`config.mk`:
```
export PLATFORM = sky130hd
export DESIGN_NAME = rs232_tx_arbiter
export DESIGN_NICKNAME = d
export VERILOG_FILES = /design/src/rtl/rs232_tx_arbiter.sv
export SDC_FILE = /design/constraint.sdc
export NUM_CORES = 1
export LEC_CHECK = 0
export CAP_MARGIN = 25
export CORE_MARGIN = 8
export CORE_UTILIZATION = 25
export DETAILED_ROUTE_END_ITERATION = 8
export GPL_TIMING_DRIVEN = 0
export PLACE_DENSITY_LB_ADDON = 0.3
export SKIP_LAST_GASP = 1
export SYNTH_ARGS = -nofsm -noshare
export SYNTH_HDL_FRONTEND = slang
export SYNTH_SLANG_ARGS = --single-unit
```
`constraint.sdc`:
```
create_clock -name clk -period 3.9 [get_ports clk]
set_input_delay 1.17 -clock clk [delete_from_list [all_inputs] [get_ports clk]]
set_output_delay 1.17 -clock clk [all_outputs]
set_load 0.01 [all_outputs]
```
`src/rtl/rs232_tx_arbiter.sv`:
```
// rs232_tx_arbiter: round-robin packet-locked arbiter sharing one serial tx stream between requesters
module rs232_tx_arbiter #(
  parameter int N_REQ = 2,
  parameter int WIDTH = 32,
  parameter logic [7:0] EOP_CHAR = 8'h0A,
  parameter int TIMEOUT = 65535
) (
  input  logic clk,
  input  logic rst,
  input  logic [N_REQ*WIDTH-1:0] input_req_data,
  input  logic [N_REQ-1:0] input_req_stb,
  output logic [N_REQ-1:0] input_req_ack,
  output logic [WIDTH-1:0] output_rs232_tx,
  output logic output_rs232_tx_stb,
  input  logic output_rs232_tx_ack,
  output logic [N_REQ-1:0] grant,
  output logic timeout_event
);
  localparam int PW = N_REQ > 1 ? $clog2(N_REQ) : 1;
  localparam int CW = TIMEOUT > 1 ? $clog2(TIMEOUT) : 1;
  localparam logic [1:0] IDLE = 2'd0, ACCEPT = 2'd1, SEND = 2'd2;
  logic [1:0] state;
  logic [PW-1:0] ptr, win, idx;
  logic found;
  logic [CW-1:0] cnt;
  // ptr holds the current owner while granted, and the last winner once idle
  always_comb begin
    win = ptr;
    found = 1'b0;
    idx = '0;
    for (int k = 1; k <= N_REQ; k++) begin
      idx = PW'((int'(ptr) + k) % N_REQ);
      if (!found && input_req_stb[idx]) begin
        win = idx;
        found = 1'b1;
      end
    end
  end
  assign input_req_ack = state == ACCEPT ? grant : '0;
  always_ff @(posedge clk) begin
    if (rst) begin
      state <= IDLE;
      grant <= '0;
      ptr <= PW'(N_REQ - 1);
      cnt <= '0;
      output_rs232_tx <= '0;
      output_rs232_tx_stb <= 1'b0;
      timeout_event <= 1'b0;
    end else begin
      timeout_event <= 1'b0;
      case (state)
        IDLE: if (|input_req_stb) begin
          grant <= N_REQ'(1) << win;
          ptr <= win;
          cnt <= '0;
          state <= ACCEPT;
        end
        ACCEPT: if (input_req_stb[ptr]) begin
          output_rs232_tx <= input_req_data[ptr*WIDTH +: WIDTH];
          output_rs232_tx_stb <= 1'b1;
          state <= SEND;
        end else if (cnt == CW'(TIMEOUT - 1)) begin
          grant <= '0;
          timeout_event <= 1'b1;
          state <= IDLE;
        end else cnt <= cnt + 1'b1;
        SEND: if (output_rs232_tx_ack) begin
          output_rs232_tx_stb <= 1'b0;
          cnt <= '0;
          if (output_rs232_tx[7:0] == EOP_CHAR) begin
            grant <= '0;
            state <= IDLE;
          end else state <= ACCEPT;
        end
        default: state <= IDLE;
      endcase
    end
  end
endmodule

```
Yosys cells after proc, flatten, opt, wreduce, memory -nomap -nowiden

Cells that the tools add are included.

$add $sub $neg: 3
$lt $le $gt $ge: 3
Equal/unequal tests: 12
Shift operators: 2
Mux-type cells: 30
Bitwise logic cells: 1
Reduce and logical (&&, ||, !) cells: 13

Operator list:

| operator                                             | number |
|---|---|
| two-way mux 16 bit                                   | 4 |
| variable part select 64 x 7 -> 32 bit                | 1 |
| one-hot mux 16 bit (3 select lines)                  | 1 |
| two-way mux 2 bit                                    | 9 |
| adder 16 x 1 -> 16 bit (second input constant)       | 1 |
| equality test 16 bit (second input constant)         | 1 |
| two-way mux 1 bit                                    | 13 |
| one-hot mux 2 bit (3 select lines)                   | 2 |
| != test 2 bit (second input constant)                | 5 |
| equality test 8 x 4 -> 1 bit (second input constant) | 1 |
| < comparator 1 x 2 -> 1 bit (second input constant)  | 3 |
| AND reduction 3 bit                                  | 2 |
| AND reduction 6 bit                                  | 1 |
| AND reduction 5 bit                                  | 1 |
| != test 2 x 1 -> 1 bit (second input constant)       | 2 |
| AND reduction 2 bit                                  | 2 |
| != test 3 x 1 -> 1 bit (second input constant)       | 1 |
| nonzero test 3 bit                                   | 1 |
| OR reduction 3 bit                                   | 1 |
| adder 1 bit (second input constant)                  | 2 |
| equality test 2 x 1 -> 1 bit (second input constant) | 1 |
| equality test 2 bit (second input constant)          | 1 |
| zero test 2 bit                                      | 1 |
| one-hot mux 1 bit (2 select lines)                   | 1 |
| 6 further kinds                                      | 6 |

Register bits after elaboration: 55
Input port bits: 69
Output and inout bits: 38

Depth between registers and ports, before layout

Word-level depth: 10
Depth in mapped cells: 8
Mapped depth without buffers: 7

Worst setup path before layout

No wires, ideal clock.

Path type: input port to flip-flop
Start point: input input_req_stb[1]
End point: register cnt[6]
Arrival: 2.519 ns
Required time: 3.830 ns
Setup slack: 1.310 ns
Stages: 5
Path through: nor3b_1 > or3_1 > or2_1 > or4b_1 > a21oi_1

Word-level cells in the longest chain between the ends: 4
Elaborated cells between the ends (all ways): 6

RTL lines:

| item                                                 | RTL line | source |
|---|---|---|
| start: declaration                                   | 11       | `input logic [N_REQ-1:0] input_req_stb,` |
| two-way mux 1 bit (implied by the code) (2 in a row) | 58       | `ACCEPT: if (input_req_stb[ptr]) begin` |
| != test 2 bit (no source line)                       | --       |  |
| AND reduction 5 bit (no source line) (*)             | --       |  |
| end signal: assignment                               | 66       | `end else cnt <= cnt + 1'b1;` |
| end: declaration                                     | 25       | `logic [CW-1:0] cnt;` |

Mark *: on every way between the ends. The rest lies on a longest branch, timed or not. The select of a mux whose other input is x is not followed.
A chain may end at the register's enable or synchronous reset.

Final worst setup path

Start point: register state[1]
End point: output input_req_ack[1]

Word-level cells in the longest chain between the ends: 2

RTL lines:

| item                         | RTL line | source |
|---|---|---|
| start: declaration           | 22       | `logic [1:0] state;` |
| start signal: assignment     | 42       | `state <= IDLE;` |
| start signal: assignment     | 56       | `state <= ACCEPT;` |
| start signal: assignment     | 61       | `state <= SEND;` |
| equality test 2 x 1 -> 1 bit | 39       | `assign input_req_ack = state == ACCEPT ? grant : '0;` |
| two-way mux 2 bit            | 39       |  |
| end: declaration             | 12       | `output logic [N_REQ-1:0] input_req_ack,` |

No other way between the ends.

==> out/metrics.cfg <==
[die]
fp.dieH_um=121
die_area_um2=14500
std_cell_rows=38
dieWidth_um=121
start_util_pct=25.4
core_um2=10700
io_pins=107

[worst_hold_path]
min_path_type=flip-flop to flip-flop

[sta]
fmax_mhz=302
tightest_slew_ps=709
tns_ps=0
maxSlewHeadroom_pct=52.7
fin_crit_sh_pct=85.0
period_needed_ps=3320
rsz0062_at_grt=false
hold_violations=0
clock_skew_ps=7.38
finalSetupViolCount=0
hold-worst-slack_ps=471
slew_violations=0

[outcome]
status=finished clean

[logic_synthesis]
synth_area_um2=2730
synth_ff_type=dfxtp_1
synth_cell_types=48
synth_top_family_by_area=simple AND/OR/NAND/NOR gates
synth_sequential_area_ratio_pct=40.3
yosys.area_share.simple_pct=20.1
synth_mux_area_share_pct=13.5
syn_nets=383
yosysTopAreaCell=dfxtp_1
synthTopCellsByArea=dfxtp_1 40%, mux2i_1 12%, a211oi_1 9.1%
synth_fa_ha_area_share_pct=2.75
synth_compound_area_share_pct=19.4
synthXorXnorAreaFrac_pct=0
synth_top_area_share_pct=40.3
synth-async-reset-ratio_pct=0
synthCells=308
ys_seq_elements=55
synth_edf_count=0
synth_area_per_cell_um2=8.87
ys_warn_count=0

[detailed_routing]
post-route-drc-count=0
drt_iter0_markers=90
drtAntennaViolNets=0
vias_per_cell=4.75
wire_per_inst_um=14.7
via_count=2666
routed_wl_um=8230
firstDrtPassIters=4

[placed_design]
gp_congestion=0.806
place_hpwl_um=6530
portBuffers=106
dp_cells=554

[finish]
final_nets=496
final_cell_mix=106 x clkdlybuf4s50_1, 55 x dfxtp_1, 43 x nor2_1
area_delta_synth_final_pct=49.1
antenna_cells=0
instances_no_fill=561
drive_gt1_share_pct=4.75
layout_commonest_cell=clkdlybuf4s50_1

[clock_tree]
clock_sinks=55
clk_path_buf_depth=2
htreeDepth=2
ctsResizeCount=0
clk_latency_ps=310
postCtsSetupBuffers=0
ctsRootBufferMaster=clkbuf_8
cts_tree=built
cts_made_buffers=5
cts_hold_buf=0
clkSlewWorstSetupHoldPaths_ps=100

[setup_path]
crit_required_ps=2730
crit_path_end_kind=primary output
worstSetupPathType=flip-flop to primary output
worstPathArrival_ps=2150
cp-start-kind=flip-flop
crit_fanout=10

[pwr]
p_leak_nw=1.54
irDropWorstVdd_uv=239
power.density_nw_per_um2=505
total_power_w=0.00206

[grt]
top_usage_layer=met2
grt_usage_pct=11.1
use_met3_pct=5.41
grt_pass1_vias=2714
grt_max_degree=17
antenna_found_initial=0
grtUsageMet2_pct=18.3
grt_pass1_wl_um=13400
gr-usage-met1_pct=12.7
grt_overflow=0

[job]
max_cap_viol_count=0

## through the flow
| step | setup slack [ps] | cell area, um^2 | util (%) |
|---|---|---|---|
| 2_1_floorplan | 1310 | 2730 | - |
| 3_3_place_gp | 545 | 3970 | 36.9 |
| 3_5_place_dp | 492 | 3970 | 36.9 |
| 4_1_cts | 546 | 4080 | 37.9 |
| 5_1_grt | 413 | 4080 | 37.9 |
| 6_report | 584 | 4080 | 37.9 |
## registers in the layout, summed over array words and instances, names as in the netlist
name and count:
ptr 1, timeout_event 1, grant 2, output_rs232_tx_stb 1, cnt 16, state 2, output_rs232_tx 32
## final cells by class
class | count | area, um^2
plain buffers | 20 | 85.1
clock buffers | 5 | 68.8
clock inverters | 2 | 37.5
fillers | 1159 | 6670
inverters | 6 | 22.5
multi-input cells | 227 | 1520
flip-flops and latches | 55 | 1100
well taps | 140 | 175
repair buffers | 106 | 1060
## report_power, final
| part | switching (W) | internal (W) |
|---|---|---|
| registers | 0.0000694 | 0.000680 |
| logic | 0.000455 | 0.000474 |
| clock network | 0.000193 | 0.000188 |
## kinds of logic after synthesis
group / count (synthesis)
simple gates: 108
flops: 55
mux: 36
compound gates: 77
buf+inv: 26
fa+ha+maj: 6
## final timing paths
kind / start / end / slack, ps / depth (start not counted)
hold / removal: grant[0] / grant[0] / 470 / 2
setup / recovery: state[1] / input_req_ack[1] / 580 / 5
hold reg to reg: grant[0] / grant[0] / 470 / 2
setup reg to reg: state[1] / cnt[14] / 1320 / 7
## synthesized netlist by cell type (all sizes together) (3+ instances only)
| cell type | instances |
|---|---|
| nor3 | 4 |
| or4 | 3 |
| nand2 | 14 |
| a31oi | 4 |
| nand3 | 11 |
| buf | 8 |
| dfxtp | 55 |
| and2 | 4 |
| a21oi | 11 |
| nand4 | 8 |
| mux2 | 3 |
| o21ai | 18 |
| ha | 6 |
| mux2i | 33 |
| inv | 6 |
| a211oi | 33 |
| or2 | 3 |
| clkbuf | 12 |
| nor2 | 43 |
## critical path, cell delays in order (launching register included)
cell	delay, ps
dfxtp_1	350
inv_1	100
ha_1	310
clkbuf_1	360
and2_1	190
clkdlybuf4s50_1	530
## layer usage
layer | up-vias | share of wire [%]
li1 | 1356 | -
met1 | 1207 | 42
met2 | 95 | 47
met3 | 8 | 10
met4 | 0 | 1.0
met5 | - | 0
Note: power is estimated with default switching activity, not from simulation.
